### src/rtl/lsu_ctrl_pkg.sv
// Shared types and request-decode helpers for the load/store unit.
// Encodings follow the RISC-V funct3 layout for loads and stores.
package lsu_ctrl_pkg;

   typedef enum logic [2:0] {
      LOAD_BYTE          = 3'b000,
      LOAD_HALF          = 3'b001,
      LOAD_WORD          = 3'b010,
      LOAD_DOUBLE        = 3'b011,
      LOAD_BYTE_UNSIGNED = 3'b100,
      LOAD_HALF_UNSIGNED = 3'b101,
      LOAD_WORD_UNSIGNED = 3'b110
   } load_type_t;

   typedef enum logic [2:0] {
      STORE_BYTE   = 3'b000,
      STORE_HALF   = 3'b001,
      STORE_WORD   = 3'b010,
      STORE_DOUBLE = 3'b011
   } store_type_t;

   typedef enum logic [1:0] {
      IDLE = 2'b00,
      REQ  = 2'b01,
      WAIT = 2'b10,
      RESP = 2'b11
   } lsu_state_t;

   typedef enum logic [1:0] {
      FAULT_NONE     = 2'b00,
      FAULT_MISALIGN = 2'b01,
      FAULT_TIMEOUT  = 2'b10,
      FAULT_ILLEGAL  = 2'b11
   } lsu_fault_t;

   function automatic logic is_illegal(logic is_store, logic [2:0] funct3, logic xlen64);
      if (is_store)
         return xlen64 ? (funct3 > STORE_DOUBLE) : (funct3 > STORE_WORD);
      return (funct3 == 3'b111) ||
             (!xlen64 && (funct3 == LOAD_DOUBLE || funct3 == LOAD_WORD_UNSIGNED));
   endfunction

   // Size is funct3[1:0] for both loads and stores.
   function automatic logic is_misaligned(logic [1:0] size, logic [2:0] addr_lo);
      case (size)
         2'd0:    return 1'b0;
         2'd1:    return addr_lo[0];
         2'd2:    return |addr_lo[1:0];
         default: return |addr_lo;
      endcase
   endfunction

endpackage

### src/rtl/lsu_lane_align.sv
// Byte-lane steering: store byte enables / data shift, and load extract with
// sign or zero extension.
module lsu_lane_align #(
   parameter int XLEN = 32
) (
   input  logic [1:0]                   st_size,
   input  logic [$clog2(XLEN/8)-1:0]    st_off,
   input  logic [XLEN-1:0]              st_wdata,
   output logic [XLEN/8-1:0]            be,
   output logic [XLEN-1:0]              wdata,
   input  logic [1:0]                   ld_size,
   input  logic                         ld_unsigned,
   input  logic [$clog2(XLEN/8)-1:0]    ld_off,
   input  logic [XLEN-1:0]              rdata,
   output logic [XLEN-1:0]              ld_data
);

   localparam int NB = XLEN / 8;

   logic [NB-1:0]   mask;
   logic [XLEN-1:0] lane;
   logic [XLEN-1:0] tmp;
   logic [6:0]      pad;

   always_comb begin
      case (st_size)
         2'd0:    mask = NB'(1);
         2'd1:    mask = NB'(3);
         2'd2:    mask = NB'(15);
         default: mask = '1;
      endcase
      be    = mask << st_off;
      wdata = st_wdata << {st_off, 3'b000};

      // Left-justify the loaded field, then shift it back down to extend.
      lane = rdata >> {ld_off, 3'b000};
      pad  = 7'(XLEN) - (7'd8 << ld_size);
      tmp  = lane << pad;
      // NOTE: kept out of a ?: with the unsigned branch; mixing them there
      // would turn the whole expression unsigned and >>> into a logical shift.
      if (ld_unsigned)
         ld_data = tmp >> pad;
      else
         ld_data = $signed(tmp) >>> pad;
   end

endmodule

### src/rtl/lsu_ctrl.sv
// Load/store unit: decodes and checks one request, drives a valid/ready memory
// port with byte enables, and returns a single-cycle data or fault response.
module lsu_ctrl
   import lsu_ctrl_pkg::*;
#(
   parameter int XLEN    = 32,
   parameter int ADDR_W  = 32,
   parameter int TIMEOUT = 255
) (
   input  logic                clk,
   input  logic                rst_n,
   input  logic                req_valid,
   output logic                req_ready,
   input  logic                req_is_store,
   input  logic [2:0]          req_funct3,
   input  logic [ADDR_W-1:0]   req_addr,
   input  logic [XLEN-1:0]     req_wdata,
   input  logic [4:0]          req_rd,
   output logic                rsp_valid,
   output logic [XLEN-1:0]     rsp_rdata,
   output logic [4:0]          rsp_rd,
   output logic                rsp_fault,
   output logic [1:0]          rsp_cause,
   output logic                mem_req_valid,
   input  logic                mem_req_ready,
   output logic                mem_we,
   output logic [ADDR_W-1:0]   mem_addr,
   output logic [XLEN-1:0]     mem_wdata,
   output logic [XLEN/8-1:0]   mem_be,
   input  logic                mem_rsp_valid,
   input  logic [XLEN-1:0]     mem_rdata,
   output logic                busy
);

   localparam int   NB     = XLEN / 8;
   localparam int   OFF_W  = $clog2(NB);
   localparam int   CNT_W  = $clog2(TIMEOUT + 1);
   localparam logic XLEN64 = (XLEN == 64);

   lsu_state_t       state_q, state_d;
   lsu_fault_t       cause_d;
   logic [CNT_W-1:0] cnt_q;
   logic             tmo;
   logic             is_store_q;
   logic [2:0]       funct3_q;
   logic [OFF_W-1:0] off_q;
   logic [NB-1:0]    be_w;
   logic [XLEN-1:0]  wdata_w;
   logic [XLEN-1:0]  ld_data_w;

   assign req_ready = (state_q == IDLE);
   assign tmo       = (cnt_q == CNT_W'(TIMEOUT - 1));

   lsu_lane_align #(.XLEN(XLEN)) u_lane (
      .st_size     (req_funct3[1:0]),
      .st_off      (req_addr[OFF_W-1:0]),
      .st_wdata    (req_wdata),
      .be          (be_w),
      .wdata       (wdata_w),
      .ld_size     (funct3_q[1:0]),
      .ld_unsigned (funct3_q[2]),
      .ld_off      (off_q),
      .rdata       (mem_rdata),
      .ld_data     (ld_data_w)
   );

   always_comb begin
      // NOTE: defaults first so every path assigns both signals; no latches.
      state_d = state_q;
      cause_d = FAULT_NONE;
      case (state_q)
         IDLE: if (req_valid) begin
            if (is_illegal(req_is_store, req_funct3, XLEN64)) begin
               state_d = RESP;
               cause_d = FAULT_ILLEGAL;
            end else if (is_misaligned(req_funct3[1:0], req_addr[2:0])) begin
               state_d = RESP;
               cause_d = FAULT_MISALIGN;
            end else begin
               state_d = REQ;
            end
         end
         // A response that lands on the last allowed cycle still wins over the timeout.
         REQ: begin
            if (mem_req_ready && mem_rsp_valid) state_d = RESP;
            else if (tmo) begin
               state_d = RESP;
               cause_d = FAULT_TIMEOUT;
            end else if (mem_req_ready) state_d = WAIT;
         end
         WAIT: begin
            if (mem_rsp_valid) state_d = RESP;
            else if (tmo) begin
               state_d = RESP;
               cause_d = FAULT_TIMEOUT;
            end
         end
         default: state_d = IDLE;
      endcase
   end

   // NOTE: non-blocking assignments throughout so every flop samples pre-edge values.
   always_ff @(posedge clk or negedge rst_n) begin
      if (!rst_n) begin
         state_q       <= IDLE;
         cnt_q         <= '0;
         is_store_q    <= 1'b0;
         funct3_q      <= '0;
         off_q         <= '0;
         rsp_valid     <= 1'b0;
         rsp_rdata     <= '0;
         rsp_rd        <= '0;
         rsp_fault     <= 1'b0;
         rsp_cause     <= FAULT_NONE;
         mem_req_valid <= 1'b0;
         mem_we        <= 1'b0;
         mem_addr      <= '0;
         mem_wdata     <= '0;
         mem_be        <= '0;
         busy          <= 1'b0;
      end else begin
         state_q       <= state_d;
         rsp_valid     <= (state_d == RESP);
         mem_req_valid <= (state_d == REQ);
         busy          <= (state_d != IDLE);

         if (state_q == IDLE)                       cnt_q <= '0;
         else if (state_q == REQ || state_q == WAIT) cnt_q <= cnt_q + CNT_W'(1);

         if (state_q == IDLE && req_valid) begin
            is_store_q <= req_is_store;
            funct3_q   <= req_funct3;
            off_q      <= req_addr[OFF_W-1:0];
            rsp_rd     <= req_rd;
            if (state_d == REQ) begin
               mem_we    <= req_is_store;
               mem_addr  <= {req_addr[ADDR_W-1:OFF_W], {OFF_W{1'b0}}};
               mem_wdata <= wdata_w;
               mem_be    <= be_w;
            end
         end

         if (state_d == RESP && state_q != RESP) begin
            rsp_fault <= (cause_d != FAULT_NONE);
            rsp_cause <= cause_d;
            rsp_rdata <= (cause_d == FAULT_NONE && !is_store_q) ? ld_data_w : '0;
         end
      end
   end

endmodule

### config.mk
export PLATFORM = sky130hd
export DESIGN_NAME = lsu_ctrl
export DESIGN_NICKNAME = d
export VERILOG_FILES = /design/src/rtl/lsu_ctrl_pkg.sv /design/src/rtl/lsu_lane_align.sv /design/src/rtl/lsu_ctrl.sv
export SDC_FILE = /design/constraint.sdc
export NUM_CORES = 1
export LEC_CHECK = 0
export ABC_AREA = 1
export CORE_ASPECT_RATIO = 0.75
export CORE_MARGIN = 5
export CORE_UTILIZATION = 40
export DETAILED_ROUTE_END_ITERATION = 10
export GPL_TIMING_DRIVEN = 0
export PLACE_DENSITY = 0.79
export SYNTH_ARGS = -nofsm -noshare
export SYNTH_HDL_FRONTEND = slang
export SYNTH_SLANG_ARGS = --single-unit
### constraint.sdc
create_clock -name clk -period 2.85 [get_ports clk]
set_clock_uncertainty 0.2 [all_clocks]
set_input_delay 0.57 -clock clk [delete_from_list [all_inputs] [get_ports clk]]
set_output_delay 0.57 -clock clk [all_outputs]
set_load 0.005 [all_outputs]
After elaboration in Yosys (flattened, before gate mapping). Cells that the tools add are included.

Register bits: 126. Output and inout bits: 113. Word-level logic and storage cells: 86.

$add $sub $neg: 2. $lt $le $gt $ge: 1. Equal/unequal tests: 11. Shift-type cells: 7. Mux-type cells: 32. Reduce and logical (&&, ||, !) cells: 17.

Operators by type and width (count): 32-bit 2-to-1 mux (2); 32-bit by 5-bit left shift with 32-bit output (1); 32-bit by 7-bit left shift with 32-bit output (1); 32-bit by 5-bit right shift with 32-bit output (1); 32-bit by 7-bit right shift with 32-bit output (1); 32-bit by 7-bit >>> shifter with 32-bit output (1); 2-bit 2-to-1 mux (13); 8-bit 2-to-1 mux (2); 2-bit case mux with 3 select lines (2); 1-bit 2-to-1 mux (11); 8-bit by 1-bit adder with 8-bit output, second input constant (1); 8-bit equality test, second input constant (1); 4-bit case mux with 2 select lines (1); 4-bit by 2-bit left shift with 7-bit output, first input constant (1); 6-bit by 7-bit subtractor with 7-bit output, first input constant (1); 2-bit by 1-bit equality test with 1-bit output, second input constant (3); 2-bit equality test, second input constant (3); 3-bit equality test, second input constant (2); 2-bit zero test (3); 2-bit nonzero test (3); 1-bit logical AND (4); 4-bit by 2-bit left shift with 4-bit output (1); 3-bit by 2-bit equality test with 1-bit output, second input constant (1); 3-bit by 2-bit > comparator with 1-bit output, second input constant (1); other kinds (7) (9).

Logic depth before layout (Yosys ltp). Gate-level depths: netlist (run 1).

Depth in word-level cells: 16. Mapped depth: 13. Depth with buffers taken out: 11.

Hierarchy. From an unflattened synthesis (run 1), not the netlist that was laid out.

Cell total of the unflattened synthesis: 962. Area, all modules: 6829.0 um^2.

Modules (own cells, without submodules): lsu_ctrl (instances 1, cells an instance 651, area an instance 5392.7 um^2, sequential area each 3153.0 um^2); lsu_lane_align (instances 1, cells an instance 311, area an instance 1436.4 um^2, sequential area each 0.0 um^2).

Least setup slack after synthesis (run 1). Ideal clock, no wire load.

Path kind: input-to-reg. Start point: input port req_addr[0]. End point: register mem_wdata[28]. Setup time: 0.117 ns. Data arrival time: 1.726 ns. Path slack: 0.808 ns. Stages: 11. Cells stage by stage: buf_2 > inv_2 > o21ai_0 > nand3_2 > nand2_4 > nor2_4 > nand3_4 > buf_4 > buf_4 > nand2_1 > nand2_1.

Longest elaborated chain between the ends: 11. Elaborated cells between the ends (all ways): 13. Classes of those cells: 1 x eq/ne; 1 x shift; 8 x mux; 3 x reduce/logical.

RTL lines: start, declared (RTL line lsu_ctrl.sv:16) `input logic [ADDR_W-1:0] req_addr,`; 3-bit OR reduction / 2-bit OR reduction (equally long branches) (RTL line lsu_ctrl_pkg.sv:49, lsu_ctrl_pkg.sv:48); 1-bit case mux with 3 select lines (RTL line lsu_ctrl_pkg.sv:45) `case (size)`; 1-bit 2-to-1 mux (RTL line lsu_ctrl.sv:73) `if (is_illegal(req_is_store, req_funct3, XLEN64)) begin`; 1-bit 2-to-1 mux (RTL line lsu_ctrl.sv:72) `IDLE: if (req_valid) begin`; 1-bit 2-to-1 mux (RTL line lsu_ctrl.sv:71) `case (state_q)`; 2-bit 2-to-1 mux (RTL line lsu_ctrl.sv:76) `end else if (is_misaligned(req_funct3[1:0], req_addr[2:0])) begin`; 2-bit 2-to-1 mux (RTL line lsu_ctrl.sv:73); 2-bit 2-to-1 mux (RTL line lsu_ctrl.sv:72); 2-bit case mux with 3 select lines (RTL line lsu_ctrl.sv:71); 2-bit by 1-bit equality test with 1-bit output (RTL line lsu_ctrl.sv:135) `if (state_d == REQ) begin`; 2-bit AND reduction (no source line); end signal, assigned (RTL line lsu_ctrl.sv:138) `mem_wdata <= wdata_w;`; end, declared (RTL line lsu_ctrl.sv:28) `output logic [XLEN-1:0] mem_wdata,`.

Parallel ways exist; a longest one is shown, timed or not. The select of a mux whose other input is x is not followed. A chain may end at the register's enable or synchronous reset.

Worst setup path after layout (run 1).
Start point: register state_q[0]. End point: output port req_ready.

Longest elaborated chain between the ends: 1.

RTL lines: start, declared (RTL line lsu_ctrl.sv:40) `lsu_state_t state_q, state_d;`; start signal, assigned (RTL line lsu_ctrl.sv:122) `state_q <= state_d;`; 2-bit zero test (RTL line lsu_ctrl.sv:51) `assign req_ready = (state_q == IDLE);`; end, declared (RTL line lsu_ctrl.sv:13) `output logic req_ready,`.

No other way between the ends.

==> flow_summary.toml, run 1 <==
[status]
outcome = "finished, final reports clean"

[route]
drtPass1Iterations = 5
wl_per_cell_um = 15.7
drc_errors = 0
vias_per_cell = 4.95
num_vias = 6808
drtIter0Drc = 698
ant_nets = 0
wl_um = 21600

[layout]
finalInstanceArea_um2 = 9700
nNetsFinal = 1265
stdcell_count = 1376
drive_gt1_frac = 0.0738
nFillCells = 1473
area_growth_pct = 45.9
antenna_cells = 0

[worst_setup_path]
cp_slowest_stage_delay_ns = 0.54
cp_slowest_cell = "clkdlybuf4s50_1"
r2r_start = "funct3_q[0]"
arrival_ns = 1.73
endpoint_kind = "primary output"
reg2reg_slack_ns = 0.57
crit_type = "flop to primary output"
regToRegEndpoint = "rsp_rdata[19]"
crit_fanout = 6
crit_buf_inv = 3
required_ns = 2.08
path_cells = "inv_2 -> nand2_4 -> inv_1 -> clkdlybuf4s50_1"
reg2regPathDepth = 9
crit_path_start_kind = "flop"
path_delay_family = "buffers and inverters"

[floorplanning]
start_util = 0.411
die_x_um = 159
die-area_um2 = 19300
core_area_um2 = 16200
fp.dieH_um = 122
io_pins = 223
placementRows = 40

[cts]
root_buffer = "clkbuf_16"
hold_buffers = 1
cts_tree = "built"
clk_latency_ns = 0.40
htree_levels = 4
cts_buffers = 17
clockBufferDepth = 2
cts.sink_count = 126
post_cts_buffers = 0
clk_pin_slew_ns = 0.06
cts_resized = 0

[global_route]
track_usage = 0.221
overflow = 0
grt_start_max_net_pins = 77
grt_pass1_wl_um = 34600
grt_pass1_vias = 6441
antenna_found_initial = 0

[timing]
setup_ws_ns = 0.352
hold_viol_final = 0
clock.fmax_ghz = 0.400
min_period_over_period = 0.876
grt_setup_unrepaired = "no"
slew-limit-headroom = 0.581
min_period_ns = 2.50
worst_pin_slew_ns = 0.622
hold_ws_ns = 0.272
setup_viol = 0
slew_viol_final = 0

[logic_synthesis]
synth_warnings = 0
synth_ff_type = "dfrtp_1"
synthArstFlopShare = 1.00
synth_edf_count = 0
avgSynthCellArea_um2 = 7.29
synth-seq-cells = 126
synth-seq-area-share = 0.474
synth_cell_types = 42
syn_inst = 912
netlist_area_um2 = 6650

[placed_design]
dp.cells = 1343
placed_area_um2 = 9130
port_buffers = 219
gp_congestion = 0.950
pre_cts_slack_ns = 0.0567
hpwl_um = 16600

[power]
p_per_area_nw_per_um2 = 1000
ir_drop_v = 0.000472
p_leak_nw = 4.83
power.total_w = 0.00971

[worst_hold_path]
holdPathEnd = "rsp_rd[2]"
min_path_type = "flop to flop"
hold_start = "rsp_rd[2]"
hold_depth = 2

[flow_run]
max_cap_violations = 0
-- placed cells by master (no fill, tap or decap), types with 7 or more instances in the layout --
master / instances
o21ai_0: 77
clkbuf_16: 17
clkbuf_1: 17
a21oi_1: 23
nand3_1: 43
clkdlybuf4s50_1: 218
inv_1: 53
mux2i_1: 8
buf_4: 7
dfrtp_1: 126
nor2_1: 48
nand2_1: 425
inv_2: 7
nand4_1: 11
buf_2: 20
-- per-stage QoR --
step / util / TNS [ns]
4_1_cts: 0.600 / 0
3_3_place_gp: 0.563 / -514.66
2_1_floorplan: - / 0
6_report: 0.600 / 0
5_1_grt: 0.600 / 0
3_5_place_dp: 0.565 / 0
-- power by group --
part           switching [W]  internal (W)
Combinational        0.00252       0.00218
Clock               0.000803       0.00124
Sequential          0.000430       0.00253
Total                0.00376       0.00595
-- cell type report --
cell class	count	area, um^2	area share
Sequential cell	126	3150	0.325
Multi-Input combinational cell	679	3020	0.312
Timing Repair Buffer	221	2230	0.230
Clock buffer	22	464	0.0479
Tap cell	210	263	0.0271
Buffer	46	239	0.0246
Inverter	62	233	0.0240
Clock inverter	10	90.1	0.00929
-- how the worst max path moves through the flow --
stage                       start       endpoint  slack (ns)  cells past startpoint
finish                 state_q[0]      req_ready        0.35                      4
global route           state_q[0]      req_ready        0.24                      4
CTS                    state_q[0]      req_ready        0.32                      4
detailed placement  req_funct3[1]  rsp_rdata[31]        0.06                     10
global placement            rst_n   mem_addr[19]       -4.10                      1
floorplan             req_addr[0]  mem_wdata[28]        0.81                     11
-- routing by layer --
layer,vias up,share of wire,track usage
met5,-,0,0
met4,0,0.0063,0.0467
met3,16,0.091,0.0710
met1,3160,0.47,0.323
li1,3370,-,-
met2,262,0.43,0.321
-- logic make-up (layout without fill, tap and decap cells) --
kind of cell / count (synthesis) / after routing / share of synthesized area
adder cells (fa/ha/maj): 2 / 2 / 0.00377
AO/OA/AOI/OAI: 115 / 115 / 0.0941
multiplexers: 8 / 8 / 0.0121
AND/OR/NAND/NOR: 551 / 551 / 0.343
buffers and inverters: 108 / 361 / 0.0710
XOR/XNOR: 1 / 1 / 0.00132
flip-flops: 126 / 126 / 0.474
other: 1 / 2 / 0.000564
-- worst reg2reg max path, stage by stage, from the launching register on --
cell and delay, ns:
dfrtp_1 0.47, nand2_1 0.11, clkinv_1 0.30, nor2_4 0.34, o211ai_1 0.20, nand3_2 0.20, nand2_1 0.08, a21oi_1 0.18
nand3_1 0.09, nand2_1 0.06
-- flip-flops by register name, summed over array words and instances (netlist names) --
signal,count
busy,1
rsp_valid,1
mem_addr,30
is_store_q,1
rsp_rdata,32
off_q,2
mem_req_valid,1
mem_we,1
state_q,2
rsp_cause,2
mem_wdata,32
mem_be,4
cnt_q,8
rsp_rd,5
rsp_fault,1
funct3_q,3
-- synthesized netlist by cell type, drive strengths merged, types with 3 or more instances --
master    n  share of area
a21oi    23          0.017
buf      32          0.028
clkbuf   14         0.0079
dfrtp   126           0.47
inv      60          0.034
mux2i     8          0.012
nand2   428           0.24
nand3    49          0.043
nand4    11          0.010
nor2     54          0.037
nor3      3         0.0023
o211ai    6         0.0075
o21ai    79          0.061
Note: power is estimated with default switching activity, not from simulation.
==> run 2, diff against run 1 <==
--- a/config.mk
+++ b/config.mk
@@ -6,9 +6,10 @@
 export NUM_CORES = 1
 export LEC_CHECK = 0
 export ABC_AREA = 1
+export CAP_MARGIN = 20
 export CORE_ASPECT_RATIO = 0.75
-export CORE_MARGIN = 5
 export CORE_UTILIZATION = 40
+export CTS_CLUSTER_SIZE = 40
 export DETAILED_ROUTE_END_ITERATION = 10
 export GPL_TIMING_DRIVEN = 0
 export PLACE_DENSITY = 0.79
==> flow_summary.toml, run 2 (synthesized netlist as in run 1, its figures left out) <==
[status]
outcome = "finished, final reports clean"

[route]
met3_length_um = 1820
m1WireLength_um = 9910
drc_errors = 0
drtIter0Drc = 523
top_layer_used = "met4"
wl_met2_um = 8840
wl_per_cell_um = 15.1
ant_nets = 0
vias_per_cell = 5.01
num_vias = 6894
wl_um = 20800
drtPass1Iterations = 5

[worst_setup_path]
crit_fanout = 6
cp_slowest_cell = "clkdlybuf4s50_1"
required_ns = 2.08
crit_path_start_kind = "flop"
endpoint_kind = "primary output"
arrival_ns = 1.71
path_cells = "inv_2 -> nand2_4 -> inv_1 -> clkdlybuf4s50_1"
crit_type = "flop to primary output"
cp_slowest_stage_delay_ns = 0.54

[timing]
hold_ws_ns = 0.273
min_period_ns = 2.48
clock.fmax_ghz = 0.403
setup_viol = 0
hold_viol_final = 0
slew-limit-headroom = 0.472
min_period_over_period = 0.871
grt_setup_unrepaired = "no"
slew_viol_final = 0
setup_ws_ns = 0.368
worst_pin_slew_ns = 0.783

[floorplanning]
start_util = 0.412
placementRows = 40
io_pins = 223
die-area_um2 = 17100
core_area_um2 = 16100
die_x_um = 151
fp.dieH_um = 114

[layout]
drive_gt1_frac = 0.0763
final_cell_mix = "nand2_1 (425), clkdlybuf4s50_1 (218), dfrtp_1 (126)"
finalInstanceArea_um2 = 9760
area_growth_pct = 46.9
antenna_cells = 0
final_common_cell = "nand2_1"
largestRegisters = "mem_wdata: 32 flops, rsp_rdata: 32 flops, mem_addr: 30 flops"
nNetsFinal = 1265

[placed_design]
pre_cts_slack_ns = 0.0846
port_buffers = 219
placed_area_um2 = 9130
hpwl_um = 15800
gp_congestion = 0.928

[power]
p_leak_nw = 4.86
p_comb_frac = 0.473
p_switching_w = 0.00375
p_per_area_nw_per_um2 = 1010
power.total_w = 0.00989
ir_drop_v = 0.000518
p_int_w = 0.00613
clkPwrFrac = 0.228
pwr-share-seq = 0.299
switching_share = 0.380

[cts]
clk_pin_slew_ns = 0.06
cts_tree = "built"
htree_levels = 4
clockBufferDepth = 2
cts_resized = 0
cts.sink_count = 126
hold_buffers = 1
post_cts_buffers = 0
root_buffer = "clkbuf_16"
clk_latency_ns = 0.41
cts_buffers = 17

[global_route]
track_usage = 0.251
antenna_found_initial = 0
overflow = 0
grt_pass1_wl_um = 33200
grt_start_max_net_pins = 70
grt_pass1_vias = 6384

[worst_hold_path]
min_path_type = "flop to flop"

[flow_run]
max_cap_violations = 0
==> run 2: routing by layer <==
metal | global-route usage | up-vias
met4 | 0.0640 | 0
met3 | 0.0696 | 21
li1 | - | 3377
met5 | 0 | -
met1 | 0.369 | 3197
met2 | 0.360 | 299
==> run 2: worst max-delay path, delay by kind of cell (launching register included) <==
kind                   cells  cell delay (ns)
buffers and inverters      3             0.81
flip-flops                 1             0.41
AND/OR/NAND/NOR            1             0.10
==> run 2: final cells by class <==
type | count | area [um^2]
fillers | 1495 | 6360
flip-flops and latches | 126 | 3150
multi-input cells | 679 | 3020
repair buffers | 221 | 2230
clock buffers | 19 | 453
well taps | 210 | 263
plain buffers | 46 | 239
inverters | 62 | 233
clock inverters | 13 | 164
==> run 2: worst paths after layout <==
kind                                   from             to  slack [ns]  depth (start not counted)
worst min register to register    rsp_rd[2]      rsp_rd[2]        0.27                          2
max in group asynchronous             rst_n  rsp_rdata[15]        1.21                          3
worst max register to register  funct3_q[0]  rsp_rdata[26]        0.51                          9
min in group asynchronous             rst_n      rsp_rd[1]        0.49                          2
worst min-delay path              rsp_rd[2]      rsp_rd[2]        0.27                          2
worst max-delay path             state_q[0]      req_ready        0.37                          4
==> run 2: per-stage QoR <==
step            util  setup TNS, ns  cells
6_report       0.606              0   1376
5_1_grt        0.606              0   1376
4_1_cts        0.606              0   1376
3_5_place_dp   0.567              0   1343
3_3_place_gp   0.565        -514.33   1342
2_1_floorplan      -              0    913
==> run 2: power by group through the flow <==
stage	Sequential, W	Combinational [W]	Clock, W
after floorplan	0.00298	0.00233	0
after global placement	0.00296	0.00458	0
after detailed placement	0.00297	0.00464	0
after CTS	0.00295	0.00466	0.00230
after global routing	0.00304	0.00518	0.00239
final	0.00296	0.00468	0.00226
